## src/rtl/cpu_isa_pkg.sv

```systemverilog
// ISA constants and symbolic op kinds shared by the instruction loader and decoder.
// Latency: n/a (declarations and pure functions only).
// Backpressure: n/a.
package cpu_isa_pkg;

  // Symbolic instruction kinds as presented on the loader's input stream.
  typedef enum logic [2:0] {
    OPK_ADD  = 3'd0,
    OPK_SLT  = 3'd1,
    OPK_BEQ  = 3'd2,
    OPK_LW   = 3'd3,
    OPK_SW   = 3'd4,
    OPK_ADDI = 3'd5,
    OPK_J    = 3'd6,
    OPK_HALT = 3'd7
  } op_kind_e;

  // Primary opcodes (instruction bits [31:26]).
  localparam logic [5:0] OP_RTYPE = 6'h00;
  localparam logic [5:0] OP_J     = 6'h02;
  localparam logic [5:0] OP_BEQ   = 6'h04;
  localparam logic [5:0] OP_ADDI  = 6'h08;
  localparam logic [5:0] OP_LW    = 6'h23;
  localparam logic [5:0] OP_SW    = 6'h2B;
  localparam logic [5:0] OP_HALT  = 6'h3F;

  // R-type function codes (instruction bits [5:0]).
  localparam logic [5:0] F_ADD = 6'h20;
  localparam logic [5:0] F_SLT = 6'h2A;

  // Canonical HALT word; also used to terminate memory on overflow.
  localparam logic [31:0] HALT_WORD = {OP_HALT, 26'd0};

  // Loader control states.
  typedef enum logic [1:0] {
    ST_IDLE  = 2'd0,
    ST_LOAD  = 2'd1,
    ST_DONE  = 2'd2,
    ST_ERROR = 2'd3
  } load_state_e;

  function automatic logic [31:0] enc_rtype(input logic [5:0] funct,
                                            input logic [4:0] rs,
                                            input logic [4:0] rt,
                                            input logic [4:0] rd);
    return {OP_RTYPE, rs, rt, rd, 5'd0, funct};
  endfunction

  function automatic logic [31:0] enc_itype(input logic [5:0]  opc,
                                            input logic [4:0]  rs,
                                            input logic [4:0]  rt,
                                            input logic [15:0] imm);
    return {opc, rs, rt, imm};
  endfunction

endpackage

```

## src/rtl/inst_field_encoder.sv

```systemverilog
// Packs symbolic instruction fields into a 32-bit MIPS-subset word.
// Latency: purely combinational, zero cycles.
// Backpressure: none; output follows inputs every cycle.
//
// Ports:
//   op_i   - op kind (cpu_isa_pkg::op_kind_e encoding)
//   rs_i, rt_i, rd_i - register fields; rd_i only used by R-type kinds
//   imm_i  - immediate; [15:0] for I-type kinds, all 26 bits for J
//   word_o - encoded instruction word
module inst_field_encoder
  import cpu_isa_pkg::*;
(
  input  logic [2:0]  op_i,
  input  logic [4:0]  rs_i,
  input  logic [4:0]  rt_i,
  input  logic [4:0]  rd_i,
  input  logic [25:0] imm_i,
  output logic [31:0] word_o
);

  always_comb begin
    word_o = HALT_WORD;
    case (op_kind_e'(op_i))
      OPK_ADD:  word_o = enc_rtype(F_ADD, rs_i, rt_i, rd_i);
      OPK_SLT:  word_o = enc_rtype(F_SLT, rs_i, rt_i, rd_i);
      OPK_BEQ:  word_o = enc_itype(OP_BEQ,  rs_i, rt_i, imm_i[15:0]);
      OPK_LW:   word_o = enc_itype(OP_LW,   rs_i, rt_i, imm_i[15:0]);
      OPK_SW:   word_o = enc_itype(OP_SW,   rs_i, rt_i, imm_i[15:0]);
      OPK_ADDI: word_o = enc_itype(OP_ADDI, rs_i, rt_i, imm_i[15:0]);
      OPK_J:    word_o = {OP_J, imm_i};
      OPK_HALT: word_o = HALT_WORD;
      default:  word_o = HALT_WORD;
    endcase
  end

endmodule

```

## src/rtl/inst_mem_loader.sv

```systemverilog
// Streams symbolic instructions into instruction memory from address 0, encoding each word.
// Latency: one cycle from accepted handshake to the imem write strobe; one word per cycle.
// Backpressure: in_ready is high only while loading; drops after HALT or memory overflow.
//
// Ports:
//   clk, rst_n          - clock (rising edge), async active-low reset
//   start               - pulse; begins a new load at address 0 (ignored mid-load)
//   in_valid/in_ready   - input handshake for in_op/in_rs/in_rt/in_rd/in_imm
//   imem_we/addr/wdata  - registered single-cycle instruction-memory write
//   busy                - loading, or a write still on the memory port
//   done / error        - sticky: HALT written / memory filled without HALT
//   count               - words written during the current load
module inst_mem_loader
  import cpu_isa_pkg::*;
#(
  parameter int ADDR_W = 8
) (
  input  logic              clk,
  input  logic              rst_n,
  input  logic              start,
  input  logic              in_valid,
  output logic              in_ready,
  input  logic [2:0]        in_op,
  input  logic [4:0]        in_rs,
  input  logic [4:0]        in_rt,
  input  logic [4:0]        in_rd,
  input  logic [25:0]       in_imm,
  output logic              imem_we,
  output logic [ADDR_W-1:0] imem_addr,
  output logic [31:0]       imem_wdata,
  output logic              busy,
  output logic              done,
  output logic              error,
  output logic [ADDR_W:0]   count
);

  localparam logic [ADDR_W-1:0] PTR_LAST = '1;

  load_state_e       state_q, state_d;
  logic [ADDR_W-1:0] ptr_q, ptr_d;
  logic [ADDR_W:0]   count_q, count_d;
  logic              we_q, we_d;
  logic [ADDR_W-1:0] addr_q, addr_d;
  logic [31:0]       wdata_q, wdata_d;
  logic              done_q, done_d;
  logic              error_q, error_d;

  logic [31:0] enc_word;
  logic        hs;
  logic        is_halt;
  logic        at_last;

  inst_field_encoder u_enc (
    .op_i   (in_op),
    .rs_i   (in_rs),
    .rt_i   (in_rt),
    .rd_i   (in_rd),
    .imm_i  (in_imm),
    .word_o (enc_word)
  );

  assign in_ready = (state_q == ST_LOAD);
  assign hs       = in_valid & in_ready;
  assign is_halt  = (op_kind_e'(in_op) == OPK_HALT);
  assign at_last  = (ptr_q == PTR_LAST);

  always_comb begin
    state_d = state_q;
    ptr_d   = ptr_q;
    count_d = count_q;
    we_d    = 1'b0;
    addr_d  = addr_q;
    wdata_d = wdata_q;
    done_d  = done_q;
    error_d = error_q;

    case (state_q)
      ST_LOAD: begin
        if (hs) begin
          we_d    = 1'b1;
          addr_d  = ptr_q;
          count_d = count_q + 1'b1;
          if (is_halt) begin
            wdata_d = enc_word;
            done_d  = 1'b1;
            state_d = ST_DONE;
            // The pointer saturates at the last word rather than wrapping.
            if (!at_last) ptr_d = ptr_q + 1'b1;
          end else if (at_last) begin
            // Last slot taken by a non-HALT: terminate memory with HALT instead.
            wdata_d = HALT_WORD;
            error_d = 1'b1;
            state_d = ST_ERROR;
          end else begin
            wdata_d = enc_word;
            ptr_d   = ptr_q + 1'b1;
          end
        end
      end
      default: begin
        // IDLE, DONE and ERROR all restart the same way.
        if (start) begin
          state_d = ST_LOAD;
          ptr_d   = '0;
          count_d = '0;
          done_d  = 1'b0;
          error_d = 1'b0;
        end
      end
    endcase
  end

  always_ff @(posedge clk or negedge rst_n) begin
    if (!rst_n) begin
      state_q <= ST_IDLE;
    end else begin
      state_q <= state_d;
    end
  end

  always_ff @(posedge clk or negedge rst_n) begin
    if (!rst_n) begin
      ptr_q   <= '0;
      count_q <= '0;
      we_q    <= 1'b0;
      addr_q  <= '0;
      wdata_q <= '0;
      done_q  <= 1'b0;
      error_q <= 1'b0;
    end else begin
      ptr_q   <= ptr_d;
      count_q <= count_d;
      we_q    <= we_d;
      addr_q  <= addr_d;
      wdata_q <= wdata_d;
      done_q  <= done_d;
      error_q <= error_d;
    end
  end

  assign imem_we    = we_q;
  assign imem_addr  = addr_q;
  assign imem_wdata = wdata_q;
  assign done       = done_q;
  assign error      = error_q;
  assign count      = count_q;
  assign busy       = (state_q == ST_LOAD) | we_q;

endmodule
```

## config.mk

```make
export PLATFORM = sky130hd
export DESIGN_NAME = inst_mem_loader
export DESIGN_NICKNAME = d
export VERILOG_FILES = /design/src/rtl/cpu_isa_pkg.sv /design/src/rtl/inst_field_encoder.sv /design/src/rtl/inst_mem_loader.sv
export SDC_FILE = /design/constraint.sdc
export NUM_CORES = 1
export LEC_CHECK = 0
export BUFFER_PORTS_ARGS = -buffer_cell sky130_fd_sc_hd__buf_2
export CAP_MARGIN = 20
export CORE_MARGIN = 2
export CORE_UTILIZATION = 49
export CTS_CLUSTER_SIZE = 10
export DETAILED_ROUTE_END_ITERATION = 8
export PLACE_DENSITY = 0.84
export RECOVER_POWER = 25
export SLEW_MARGIN = 15
export SYNTH_ARGS = -nofsm -noshare
export SYNTH_HDL_FRONTEND = slang
export SYNTH_SLANG_ARGS = --single-unit
```

## constraint.sdc

```tcl
create_clock -name clk -period 2 [get_ports clk]
set_clock_uncertainty 0.1 [all_clocks]
set_input_delay 0.3 -clock clk [delete_from_list [all_inputs] [get_ports clk]]
set_output_delay 0.3 -clock clk [all_outputs]
set_load 0.03 [all_outputs]
```

Word-level counts from Yosys, hierarchy flattened
Index checks and enable logic that the tools add are counted.
W data, S select, Z words.
{"block": "totals", "register_bits": 62, "input_bits": 48, "output_inout_bits": 54, "wordCells": 60}
{"block": "classes", "addsub": 2, "eq_ne": 15, "mux": 25, "n_bitwise": 2, "n_reduce_logical": 8}
{"cell": "$pmux W32 S8", "count": 1}
{"cell": "$mux W32", "count": 2}
{"cell": "$mux W8", "count": 4}
{"cell": "$mux W9", "count": 3}
{"cell": "$eq A3 B3 Y1 const B", "count": 4}
{"cell": "$mux W1", "count": 10}
{"cell": "$mux W2", "count": 5}
{"cell": "$add A9 B1 Y9 const B", "count": 1}
{"cell": "$reduce_and A3 Y1", "count": 3}
{"cell": "$add A8 B1 Y8 const B", "count": 1}
{"cell": "$eq A8 B8 Y1 const B", "count": 1}
{"cell": "$eq A3 B2 Y1 const B", "count": 2}
{"cell": "$ne A2 B1 Y1 const B", "count": 3}
{"cell": "$ne A2 B2 Y1 const B", "count": 2}
{"cell": "$reduce_and A2 Y1", "count": 2}
{"cell": "$reduce_and A4 Y1", "count": 1}
{"cell": "$eq A3 B1 Y1 const B", "count": 1}
{"cell": "$logic_not A3 Y1", "count": 1}
{"cell": "$ne A3 B1 Y1 const B", "count": 1}
{"cell": "$eq A2 B1 Y1 const B", "count": 1}
{"cell": "$reduce_bool A2 Y1", "count": 1}
{"cell": "$and A1 B1 Y1", "count": 1}
{"cell": "$or A1 B1 Y1", "count": 1}

Logic depth before layout (Yosys ltp)
{"block": "depth", "word_depth": 5, "ltp_mapped": 7, "mapped_depth_nobuf": 5}

By module
A second synthesis with hierarchy kept.
{"block": "hier_totals", "hier_cells": 297, "hier_area_um2": 3281.9}
{"mod": "inst_mem_loader", "n_inst": 1, "cells_each": 219, "area_per_inst_um2": 2534.9, "seq_area_each_um2": 1551.5}
{"mod": "inst_field_encoder", "n_inst": 1, "cells_each": 78, "area_per_inst_um2": 747.0, "seq_area_each_um2": 0.0}

Worst setup path after synthesis
No wires, ideal clock.
{"block": "synth_path", "kind": "reg-to-reg", "from": "reg ptr_q[0]", "to": "reg ptr_q[7]", "setup_time_ns": 0.078, "arrival_time_ns": 1.685, "t_required_ns": 1.822, "path_slack_ns": 0.138, "stages_incl_launch_ff": 7, "path_buffers": 1, "synth_period_minus_slack_ns": 1.862, "path_cell_list": "dfrtp_1 -> ha_1 -> and3_1 -> buf_6 -> a211o_1 -> or3_1 -> a21oi_1"}
{"block": "synth_via", "elab_chain_len": 4, "word_cells_on_any_way": 7, "classes_between": "1 x add/sub; 2 x eq/ne; 3 x mux; 1 x reduce/logical"}
{"item": "start, declared", "line_no": "inst_mem_loader.sv:40", "source": "logic [ADDR_W-1:0] ptr_q, ptr_d;"}
{"item": "start signal, assigned", "line_no": "inst_mem_loader.sv:131", "source": "ptr_q <= ptr_d;"}
{"item": "$add A8 B1 Y8", "line_no": "inst_mem_loader.sv:88, inst_mem_loader.sv:96"}
{"item": "$mux W8", "line_no": "inst_mem_loader.sv:88, inst_mem_loader.sv:89"}
{"item": "$mux W8", "line_no": "inst_mem_loader.sv:79", "source": "if (hs) begin"}
{"item": "$mux W8", "line_no": "inst_mem_loader.sv:77", "source": "case (state_q)"}
Several ways; a longest one is shown, not always the timed one. The select of a mux whose other input is x is not followed.
A chain may end at the register's enable or synchronous reset.

Final worst setup path
{"block": "layout_path", "from": "reg ptr_q[0]", "to": "reg wdata_q[4] (netlist: imem_wdata[4])"}
{"block": "layout_via", "elab_chain_len": 3}
{"item": "$eq A8 B8 Y1", "line_no": "inst_mem_loader.sv:65", "source": "assign at_last = (ptr_q == PTR_LAST);"}
{"item": "$mux W32", "line_no": "inst_mem_loader.sv:89", "source": "end else if (at_last) begin"}
{"item": "$mux W32", "line_no": "inst_mem_loader.sv:83", "source": "if (is_halt) begin"}
{"item": "end signal, assigned", "line_no": "inst_mem_loader.sv:135", "source": "wdata_q <= wdata_d;"}
{"item": "end, declared", "line_no": "inst_mem_loader.sv:44", "source": "logic [31:0] wdata_q, wdata_d;"}
No other way between the ends.

==> flow_summary.toml <==
[status]
status = "complete, no violations"

[setup_path]
ff2ff_setup_slack_ns = 0.14
worstPathArrival_ns = 2.02
timing.rr.end = "imem_wdata[4]"
crit_path_end_kind = "flop"
path_max_fanout = 8
required_ns = 2.16
r2r_start = "ptr_q[0]"
startpoint_type = "flop"
rr_worst_depth = 6
path_class = "reg2reg"

[floorplan]
initial_utilization = 0.507
io_pins = 102
rows = 27
die_area_sq_um = 6280
fp.dieH_microns = 79.2
die_w_microns = 79.2
core_area_sq_um = 5470

[routing]
vias = 2511
drt_iter0_drc = 145
dr.pass1.iters = 4
ant_nets = 0
wl_mm = 6.66
wl_per_cell_microns = 14.3
via_per_inst = 5.40
drc = 0

[synth]
yosysSeqAreaShare = 0.551
synth_area_per_cell_sq_um = 9.73
yosys_warnings = 0
syn_inst = 285
syn-num-nets = 335
synth-seq-cells = 61
netlist_area_sq_um = 2770
netlist-cell-type-count = 40

[cts]
cts_max_level = 3
cts_sinks = 61
postCtsSetupBuffers = 0
cts.path.max_buffers = 2
clk_latency_ns = 0.33
cts_buffers = 9
clk_pin_slew_ns = 0.06
root_buffer = "clkbuf_8"
hold_buffers = 1
cts_resized = 0
cts_tree = "built"

[finish]
drive_above_1_share = 0.318
nNetsFinal = 439
final_util = 0.642
area_growth_pct = 26.7
fillers = 491
diodes = 0

[global_routing]
track_usage = 0.231
grt_max_degree = 62
grt_overflow = 0
grt_pass1_vias = 2492
antenna_found_initial = 0
grt_pass1_wl_mm = 11.2

[job]
drv_cap = 0

[pwr]
p_leak_nw = 1.83
powerDensity_nw_per_um2 = 1420
vdd_ir_drop_max_uv = 758
power_mw = 4.98

[timing]
fin_hold_ws_ns = 0.0923
fmax_mhz = 538
tns_ns = 0
rsz0062_at_grt = "no"
drv_slew = 0
min_period_ns = 1.86
setup-violations-final = 0
final_hold_viol_count = 0
tightest_slew_ns = 0.815
relSlewSlack = 0.457
fin_crit_sh = 0.929

[min_path]
min_to = "imem_wdata[7]"
worstHoldPathCells = 2
hold_class = "in2reg"
worstHoldStart = "in_imm[7]"

[placement]
hpwlAfterDp_mm = 4.77
io_buffer_count = 101
place.gp.congestion = 0.781
## flip-flops by register name, indices dropped and copies added, names as in the netlist
name,flops
count,9
done,1
error,1
imem_addr,8
imem_wdata,31
imem_we,1
ptr_q,8
state_q,2
## cells by family after synthesis
| logic type | Yosys count | share of synthesized area |
|---|---|---|
| XOR/XNOR | 2 | 0.00632 |
| flip-flops | 61 | 0.551 |
| buffers and inverters | 23 | 0.0402 |
| multiplexers | 5 | 0.0181 |
| adder cells (fa/ha/maj) | 2 | 0.00902 |
| AO/OA/AOI/OAI | 83 | 0.193 |
| AND/OR/NAND/NOR | 109 | 0.183 |
## power by group
group / switching [mW] / internal, mW
registers: 0.283 / 1.65
clock network: 0.429 / 0.474
logic: 1.50 / 0.653
## layout make-up
type	instances	area (sq um)	share of cell area
Clock inverter	2	10.0	0.00285
Multi-Input combinational cell	201	1130	0.323
Sequential cell	61	1530	0.435
Timing Repair Buffer	111	583	0.166
Clock buffer	13	149	0.0424
Tap cell	72	90.1	0.0257
Inverter	5	18.8	0.00534
## metal layers
metal	global-route usage	wire [microns]
met1	0.300	2990
met2	0.369	3130
met4	0.105	96
met5	0	0
met3	0.0545	440
## Yosys cell counts, drive strengths merged
master | number | share of area
dfrtp | 61 | 0.55
nand2 | 60 | 0.081
a21oi | 25 | 0.049
o21ai | 21 | 0.039
nor2 | 12 | 0.016
nand3 | 10 | 0.018
nor3b | 10 | 0.027
a22o | 9 | 0.028
buf | 9 | 0.021
clkbuf | 9 | 0.012
o31ai | 7 | 0.019
mux2i | 5 | 0.018
o22ai | 5 | 0.011
and3 | 4 | 0.0090
a31oi | 3 | 0.0068
inv | 3 | 0.0041
nand2b | 3 | 0.0068
nand4 | 3 | 0.0068
o21a | 3 | 0.0081
a21o | 2 | 0.0059
a2bb2oi | 2 | 0.0063
a32o | 2 | 0.0072
and4 | 2 | 0.0063
clkinv | 2 | 0.0027
ha | 2 | 0.0090
o211ai | 2 | 0.0054
or3 | 2 | 0.0045
a211o | 1 | 0.0032
a41oi | 1 | 0.0032
and2 | 1 | 0.0023
nand3b | 1 | 0.0027
nor3 | 1 | 0.0018
xnor2 | 1 | 0.0032
xor2 | 1 | 0.0032
## per-stage QoR
stage	setup slack, ns	cell area [sq um]	std cells
2_1_floorplan	0.138	2770	285
3_3_place_gp	0.216	3360	449
3_5_place_dp	0.154	3360	449
4_1_cts	0.144	3520	465
5_1_grt	0.0122	3510	465
6_report	0.142	3510	465
## layout by cell type (no fill, tap or decap), drive strengths merged, types with 3 or more instances in the layout
cell / netlist / routed
nor2: 12 / 12
nand2b: 3 / 3
a31oi: 3 / 3
a21oi: 25 / 25
dfrtp: 61 / 61
nand4: 3 / 3
clkinv: 2 / 4
mux2i: 5 / 5
nand2: 60 / 60
buf: 9 / 109
o22ai: 5 / 5
a22o: 9 / 9
o21a: 3 / 3
nor3b: 10 / 10
inv: 3 / 3
o31ai: 7 / 7
clkbuf: 9 / 14
and3: 4 / 4
o21ai: 21 / 21
nand3: 10 / 10
## worst max path at each step
stage                        start       endpoint  slack (ns)  cells past startpoint
after floorplan           ptr_q[0]       ptr_q[7]        0.14                      6
after global placement    ptr_q[0]       ptr_q[7]        0.22                      5
after detailed placement  ptr_q[0]       ptr_q[7]        0.15                      5
after CTS                 ptr_q[0]       ptr_q[7]        0.14                      5
after global routing      ptr_q[0]       ptr_q[7]        0.01                      5
final                     ptr_q[0]  imem_wdata[4]        0.14                      6
## critical path: stages (launching register included)
cell and delay, ns:
dfrtp_1 0.42, ha_1 0.25, and3_1 0.19, buf_4 0.15, a21oi_4 0.13, and3_1 0.35, a22o_1 0.20
Power figures use the tool's default switching activity.
